**src/rtl/if_fetch_stage.sv**
```systemverilog
// Instruction fetch: sequential PCs, in-order imem requests, {pc,inst} buffer feeding IF/ID.
// Latency: an imem response in cycle N is presented on if_* in cycle N+1.
// Backpressure: requests issue only while in-flight + buffered < DEPTH; id_ready low holds if_*.
module if_fetch_stage #(
    parameter logic [63:0] RESET_PC = 64'h0,
    parameter int          DEPTH    = 2,
    parameter logic [31:0] NOP_INST = 32'h00000013
) (
    input  logic        clk,
    input  logic        arst_n,
    output logic        imem_req_valid,
    input  logic        imem_req_ready,
    output logic [63:0] imem_req_addr,
    input  logic        imem_rsp_valid,
    input  logic [31:0] imem_rsp_data,
    input  logic        redirect_valid,
    input  logic [63:0] redirect_pc,
    input  logic        id_ready,
    output logic        if_valid,
    output logic [31:0] if_inst,
    output logic [63:0] if_pc
);
    localparam int          AW      = $clog2(DEPTH);
    localparam int          CW      = $clog2(DEPTH + 1);
    localparam logic [CW:0] DEPTH_C = (CW + 1)'(DEPTH);

    typedef struct packed {
        logic [63:0] pc;
        logic [31:0] inst;
    } fetch_t;

    logic [63:0]   pc_q;
    logic [CW-1:0] inflight_q;
    logic [CW-1:0] drop_q;

    logic [63:0]   tag_mem [DEPTH];
    logic [AW-1:0] tag_rd_q;
    logic [AW-1:0] tag_wr_q;

    fetch_t        buf_mem [DEPTH];
    logic [AW-1:0] buf_rd_q;
    logic [AW-1:0] buf_wr_q;
    logic [CW-1:0] buf_cnt_q;

    logic [CW:0]   credit_used;
    logic          req_fire;
    logic          rsp_take;
    logic          rsp_drop;
    logic          rsp_keep;
    logic          buf_pop;
    fetch_t        head;

    // Requests are held off while reset is asserted so the memory never sees one from a reset state.
    assign credit_used    = {1'b0, inflight_q} + {1'b0, buf_cnt_q};
    assign imem_req_valid = arst_n && !redirect_valid && (credit_used < DEPTH_C);
    assign imem_req_addr  = pc_q;
    assign req_fire       = imem_req_valid && imem_req_ready;

    // A response with nothing outstanding is a protocol error and is ignored outright.
    assign rsp_take = imem_rsp_valid && (inflight_q != '0);
    assign rsp_drop = rsp_take && (drop_q != '0);
    assign rsp_keep = rsp_take && (drop_q == '0) && !redirect_valid;

    assign if_valid = (buf_cnt_q != '0);
    assign buf_pop  = if_valid && id_ready && !redirect_valid;
    assign head     = buf_mem[buf_rd_q];
    assign if_inst  = if_valid ? head.inst : NOP_INST;
    assign if_pc    = if_valid ? head.pc : 64'h0;

    always_ff @(posedge clk or negedge arst_n) begin
        if (!arst_n) begin
            pc_q       <= RESET_PC;
            inflight_q <= '0;
            drop_q     <= '0;
            tag_rd_q   <= '0;
            tag_wr_q   <= '0;
            buf_rd_q   <= '0;
            buf_wr_q   <= '0;
            buf_cnt_q  <= '0;
        end else begin
            // Dropped requests keep their credit until their response actually returns.
            inflight_q <= inflight_q + CW'(req_fire) - CW'(rsp_take);
            if (redirect_valid) begin
                pc_q      <= redirect_pc & ~64'h3;
                drop_q    <= inflight_q - CW'(rsp_take);
                tag_rd_q  <= '0;
                tag_wr_q  <= '0;
                buf_rd_q  <= '0;
                buf_wr_q  <= '0;
                buf_cnt_q <= '0;
            end else begin
                if (req_fire) begin
                    pc_q     <= pc_q + 64'd4;
                    tag_wr_q <= tag_wr_q + AW'(1);
                end
                if (rsp_drop) begin
                    drop_q <= drop_q - CW'(1);
                end
                if (rsp_keep) begin
                    tag_rd_q <= tag_rd_q + AW'(1);
                    buf_wr_q <= buf_wr_q + AW'(1);
                end
                if (buf_pop) begin
                    buf_rd_q <= buf_rd_q + AW'(1);
                end
                buf_cnt_q <= buf_cnt_q + CW'(rsp_keep) - CW'(buf_pop);
            end
        end
    end

    // Storage arrays need no reset: every read is qualified by the pointer/count state above.
    always_ff @(posedge clk) begin
        if (req_fire) begin
            tag_mem[tag_wr_q] <= pc_q;
        end
        if (rsp_keep) begin
            buf_mem[buf_wr_q] <= '{pc: tag_mem[tag_rd_q], inst: imem_rsp_data};
        end
    end

endmodule

```
**config.mk**
```make
export PLATFORM = sky130hd
export DESIGN_NAME = if_fetch_stage
export DESIGN_NICKNAME = d
export VERILOG_FILES = /design/src/rtl/if_fetch_stage.sv
export SDC_FILE = /design/constraint.sdc
export NUM_CORES = 1
export LEC_CHECK = 0
export BUFFER_PORTS_ARGS = -buffer_cell sky130_fd_sc_hd__buf_4
export CAP_MARGIN = 20
export CORE_UTILIZATION = 56
export DETAILED_ROUTE_END_ITERATION = 7
export PLACE_DENSITY_LB_ADDON = 0.3
export SLEW_MARGIN = 15
export SYNTH_ARGS = -nofsm -noshare
export SYNTH_HDL_FRONTEND = slang
export SYNTH_SLANG_ARGS = --single-unit
```
**constraint.sdc**
```tcl
create_clock -name clk -period 6.5 [get_ports clk]
set_input_delay 0 -clock clk [delete_from_list [all_inputs] [get_ports clk]]
set_output_delay 0 -clock clk [all_outputs]
set_load 0.005 [all_outputs]
```
==> flow_metrics.py, run 1 <==
metrics = {
    "worst_setup_path": {
        "rr_startpoint": "buf_cnt_q[0]$_DFF_PN0_",
        "critPathMaxFanout": 38,
        "critical_path_class": "reg -> reg",
        "critPathSlowestCell": "or3b_1",
        "crit_path_start": "buf_cnt_q[0]$_DFF_PN0_",
        "end_kind": "flop",
        "crit_chain": "and2_1 > fa_1 > or3b_1 > nor3_2 > buf_4 > nor2_2 > buf_6 > a21o_1 > a221o_1 > dlygate4sd3_1",
        "worstSetupStartpointType": "flop",
        "worstPathArrival_ns": 4.45,
        "cpPeakStageDelay_ns": 0.65,
        "cp_top_family": "simple AND/OR/NAND/NOR gates",
        "required_ns": 6.90,
        "cp_num_buf_inv": 3,
    },
    "power_and_ir_drop": {
        "pwr_density_cell_nw_per_um2": 326,
        "internal_power_w": 0.00496,
        "switching_share": 0.271,
        "combPwrFrac": 0.204,
        "pwr-share-seq": 0.469,
        "clkPwrFrac": 0.327,
        "vdd_drop_max_uv": 208,
        "switchingPower_w": 0.00184,
        "power.leakage_nw": 7.58,
    },
    "floorplanning": {
        "dieArea_sq_um": 29500,
        "fp.coreArea_sq_um": 28100,
        "initial_core_util": 0.575,
        "rows": 61,
        "die_y_um": 172,
        "pin_count": 264,
        "fp.dieW_um": 172,
    },
    "clock_tree": {
        "clock_path_buffers": 3,
        "root_buffer": "clkbuf_16",
        "clkLatencyLatePin_ns": 0.52,
        "cts_buffers": 39,
        "numClockSinks": 384,
        "clkSlewWorstSetupHoldPaths_ns": 0.06,
        "cts-resized-gates": 0,
        "htreeDepth": 2,
        "cts_tree": "built",
    },
    "place": {
        "place_area_sq_um": 18500,
        "finalWeightedCongestion": 0.852,
        "dp_hpwl_um": 24900,
        "placed_cells": 1728,
        "port_buffers": 257,
    },
    "min_path": {
        "min_path_type": "in -> reg",
        "hp-start": "imem_rsp_valid",
    },
    "drt": {
        "wire_per_inst_um": 21.6,
        "route.met2.wl_um": 20100,
        "met3WireLength_um": 3130,
        "drtIter0Drc": 1114,
        "wl_met1_um": 16400,
        "route.vias.total": 11400,
        "drtAntennaViolNets": 0,
        "drc_errors": 0,
        "dr.pass1.iters": 5,
        "viasPerCell": 5.96,
        "wirelength_um": 41200,
        "routed.top_layer": "met4",
    },
    "yosys": {
        "ys_warn_count": 0,
        "syn_avg_cell_area_sq_um": 14.2,
        "synth_async_sr_flop_share": 0.188,
        "yosysTopAreaCell": "edfxtp_1",
        "synth_top_area_share": 0.580,
        "ys_ff_latch": 384,
        "yosys-top-cells-area": "edfxtp_1, dfrtp_1, mux2i_1",
        "ys.flop_type": "edfxtp_1",
        "synth_common_cells": "edfxtp_1, nor2_1, mux2i_1",
        "syn_area_sq_um": 16200,
        "yosysMostFrequentCell": "edfxtp_1",
        "seq_area_frac_synth": 0.691,
        "synth_cell_types": 56,
        "synth-edff-count": 312,
        "syn_inst": 1138,
    },
    "sta": {
        "min_period_ns": 4.05,
        "max_freq_mhz": 247,
        "drv_slew": 0,
        "post-route-period-util": 0.623,
        "rsz0062_at_grt": "false",
        "max_slew_margin": 0.244,
        "tns_ns": 0,
        "worst_slew_pin_slew_ns": 1.13,
        "hold_violations": 0,
        "fin_worst_skew_ns": 0.0145,
        "setup_violations": 0,
    },
    "global_route": {
        "grt_overflow_total": 0,
        "grt_pass1_wl_um": 62600,
        "antenna_found_initial": 1,
        "grt_pass1_vias": 11400,
        "track_usage": 0.282,
        "grt_max_degree": 76,
    },
    "final_layout": {
        "syn_to_final_growth_pct": 29.2,
        "final_core_util": 0.743,
        "layout-drive-gt1-share": 0.269,
        "nets": 1611,
        "stdcell_count": 1908,
        "stdcell_area_sq_um": 20900,
    },
    "outcome": {
        "status": "finished, final reports clean",
    },
    "job": {
        "drv_cap": 0,
    },
}
flip-flops by register name, indices dropped and copies added, names as in the netlist:
name	cells
buf_mem	188
tag_mem	124
imem_req_addr	62
buf_cnt_q	2
drop_q	2
inflight_q	2
buf_rd_q	1
buf_wr_q	1
tag_rd_q	1
tag_wr_q	1
placed cells by master (no fill, tap or decap), types with 15 or more instances in the layout:
cell / count
buf_4: 268
clkbuf_16: 41
dfrtp_1: 70
dlygate4sd3_1: 110
edfxtp_1: 312
inv_1: 17
mux2_2: 67
mux2i_1: 97
nand2_1: 78
nand3_1: 39
nand4_1: 32
nor2_1: 125
nor3_1: 15
o211ai_1: 16
o21ai_0: 21
o311ai_0: 27
layout make-up:
class,instances,area (sq um)
diodes,1,2.50
multi-input cells,677,4730
clock inverters,17,186
flip-flops and latches,384,11200
inverters,18,67.6
fillers,1834,7200
clock buffers,52,1090
repair buffers,381,3160
well taps,378,473
timing repair:
action	CTS	global route
hold buffers	110	0
setup endpoints to repair	0	0
buffers inserted	0	0
endpoints found under the hold margin	202	0
power groups by stage:
stage	Clock [W]	Sequential [W]	Combinational, W
after floorplan	0	0.00314	0.000773
after global placement	0	0.00322	0.00128
after detailed placement	0	0.00323	0.00131
after CTS	0.00225	0.00319	0.00138
after global routing	0.00234	0.00321	0.00150
final	0.00223	0.00319	0.00139
final timing paths:
check / cells past startpoint / end / slack [ns]
min in group asynchronous: 2 / imem_req_addr[58]$_DFFE_PN0P_ / 0.17
min reg2reg: 1 / buf_mem[1][89]$_DFFE_PP_ / 0.56
max reg2reg: 10 / imem_req_addr[38]$_DFFE_PN0P_ / 2.45
max: 10 / imem_req_addr[38]$_DFFE_PN0P_ / 2.45
min: 4 / drop_q[0]$_DFFE_PN0P_ / 0.008
max in group asynchronous: 2 / buf_rd_q$_DFFE_PN0P_ / 5.59
logic make-up after synthesis:
kind of cell	after synthesis	synth area share
buffers and inverters	80	0.0195
AND/OR/NAND/NOR	364	0.110
AO/OA/AOI/OAI	125	0.0596
XOR/XNOR	12	0.00650
flip-flops	384	0.691
multiplexers	164	0.107
adder cells (fa/ha/maj)	8	0.00666
other	1	0.000232
routing by layer:
metal  up-vias  GRT usage
met3       110     0.0410
met1      5562      0.371
li1       5098          -
met4         0      0.130
met2       598      0.465
met5         -          0
worst min-delay path: stages:
cell,delay (ns)
buf_4,0.08
o21a_1,0.19
ha_1,0.14
o21ai_0,0.06
metrics by stage:
step           setup slack, ns  power [W]  hold slack (ns)
2_1_floorplan             1.23    0.00391           -0.296
3_3_place_gp              2.93    0.00450            0.185
3_5_place_dp              2.84    0.00455            0.189
4_1_cts                   2.54    0.00681          0.00709
5_1_grt                   2.33    0.00706           0.0531
6_report                  2.45    0.00680          0.00788
No activity file was read; power rests on OpenSTA's default activity.
==> inputs of run 2 (changes only) <==
Clock period 6.5 ns to 4.1 ns, I/O delays scaled along.
==> flow_metrics.py, run 2 (synthesis gave the netlist of run 1 again) <==
metrics = {
    "outcome": {
        "status": "finished, final reports clean",
    },
    "drt": {
        "drtIter0Drc": 1065,
        "drtAntennaViolNets": 0,
        "drc_errors": 0,
        "route.vias.total": 11400,
        "met3WireLength_um": 3090,
        "wl_met1_um": 16300,
        "dr.pass1.iters": 6,
        "viasPerCell": 5.95,
        "wirelength_um": 41100,
        "routed.top_layer": "met4",
        "wire_per_inst_um": 21.5,
        "route.met2.wl_um": 20200,
    },
    "final_layout": {
        "syn_to_final_growth_pct": 29.0,
        "layout-drive-gt1-share": 0.272,
        "stdcell_area_sq_um": 20800,
        "layout_commonest_cell": "edfxtp_1",
        "filler_cell_count": 1814,
        "final_cell_mix": "edfxtp_1, buf_4, nor2_1",
        "largest_reg_flops": 188,
        "final_core_util": 0.742,
        "nets": 1611,
        "largest-register": "buf_mem",
    },
    "floorplanning": {
        "initial_core_util": 0.575,
        "die_y_um": 172,
        "dieArea_sq_um": 29500,
        "rows": 61,
        "fp.coreArea_sq_um": 28100,
        "pin_count": 264,
        "fp.dieW_um": 172,
    },
    "sta": {
        "setup_slack_ns": 0.187,
        "hold_violations": 0,
        "post-route-period-util": 0.954,
        "tns_ns": 0,
        "max_slew_margin": 0.282,
        "fin_worst_skew_ns": 0.00867,
        "max_freq_mhz": 256,
        "rsz0062_at_grt": "false",
        "setup_violations": 0,
        "drv_slew": 0,
        "worst_slew_pin_slew_ns": 1.08,
        "min_period_ns": 3.91,
    },
    "worst_setup_path": {
        "crit_path_start": "buf_cnt_q[0]$_DFF_PN0_",
        "critical_path_class": "reg -> reg",
        "rr_startpoint": "buf_cnt_q[0]$_DFF_PN0_",
        "critPathMaxFanout": 38,
        "worstPathArrival_ns": 4.32,
        "worstSetupStartpointType": "flop",
        "end_kind": "flop",
        "required_ns": 4.51,
    },
    "global_route": {
        "grt_pass1_vias": 11400,
        "antenna_found_initial": 1,
        "grt_overflow_total": 0,
        "track_usage": 0.278,
        "grt_max_degree": 95,
        "grt_pass1_wl_um": 61900,
    },
    "clock_tree": {
        "hold_buffers": 104,
        "clkLatencyLatePin_ns": 0.53,
        "cts_tree": "built",
        "clkSlewWorstSetupHoldPaths_ns": 0.06,
        "cts-resized-gates": 0,
        "htreeDepth": 2,
        "cts_buffers": 39,
        "cts_setup_buffers": 0,
        "clock_path_buffers": 3,
        "numClockSinks": 384,
        "root_buffer": "clkbuf_16",
    },
    "power_and_ir_drop": {
        "power.leakage_nw": 7.58,
        "vdd_drop_max_uv": 389,
        "finalPower_w": 0.0106,
        "pwr_density_cell_nw_per_um2": 511,
    },
    "job": {
        "drv_cap": 0,
    },
    "place": {
        "finalWeightedCongestion": 0.870,
        "place_area_sq_um": 18600,
        "port_buffers": 257,
        "dp_hpwl_um": 24800,
        "preCtsSetupSlack_ns": 0.692,
    },
    "min_path": {
        "hp-start": "imem_rsp_valid",
        "min_path_type": "in -> reg",
    },
}
==> run 2: cell count changes in the layout (fill, tap and decap cells not counted), moves of 2 or more <==
cell           before  now
clkbuf_1            9   18
dlygate4sd3_1     110  104
buf_4             268  273
clkinv_1            6    2
buf_12              2    4
bufinv_16           4    2
clkinvlp_4          3    1
==> run 2: worst max-delay path, cell delays in order (launching register included) <==
cell and delay [ns]:
dfrtp_1 0.43, and2_1 0.19, fa_1 0.46, or3b_1 0.65, nor3_2 0.25, buf_4 0.47, nor2_4 0.25, a21o_1 0.23
a221o_1 0.29, dlygate4sd3_1 0.56
==> run 2: through the flow <==
| step | cells | hold WS, ns |
|---|---|---|
| floorplan | 1141 | -0.296 |
| global placement | 1734 | 0.185 |
| detailed placement | 1734 | 0.188 |
| CTS | 1910 | 0.00216 |
| global route | 1911 | 0.0459 |
| finish | 1911 | 0.0131 |
==> run 2: worst paths after layout <==
kind	slack, ns	to	cells past startpoint
min in group asynchronous	0.31	inflight_q[1]$_DFF_PN0_	3
min	0.01	drop_q[0]$_DFFE_PN0P_	4
min reg2reg	0.56	buf_mem[0][85]$_DFFE_PP_	1
max	0.19	imem_req_addr[36]$_DFFE_PN0P_	9
max reg2reg	0.19	imem_req_addr[36]$_DFFE_PN0P_	9
max in group asynchronous	3.06	buf_rd_q$_DFFE_PN0P_	3
==> run 2: final cells by class <==
| class | instances | area [sq um] | area share |
|---|---|---|---|
| clock buffers | 60 | 1100 | 0.0526 |
| repair buffers | 381 | 3170 | 0.152 |
| clock inverters | 12 | 125 | 0.00600 |
| inverters | 18 | 67.6 | 0.00324 |
| diodes | 1 | 2.50 | 0.000120 |
| well taps | 378 | 473 | 0.0227 |
| flip-flops and latches | 384 | 11200 | 0.536 |
| multi-input cells | 677 | 4730 | 0.227 |
==> run 2: where the power goes <==
part / internal (W) / switching (W)
Sequential: 0.00468 / 0.000353
Clock: 0.00198 / 0.00142
Combinational: 0.00107 / 0.00114
Total: 0.00773 / 0.00291
==> run 2: metal layers <==
layer	global-route usage	vias up
li1	-	5102
met1	0.364	5599
met2	0.455	563
met3	0.0501	107
met4	0.125	0
met5	0	-
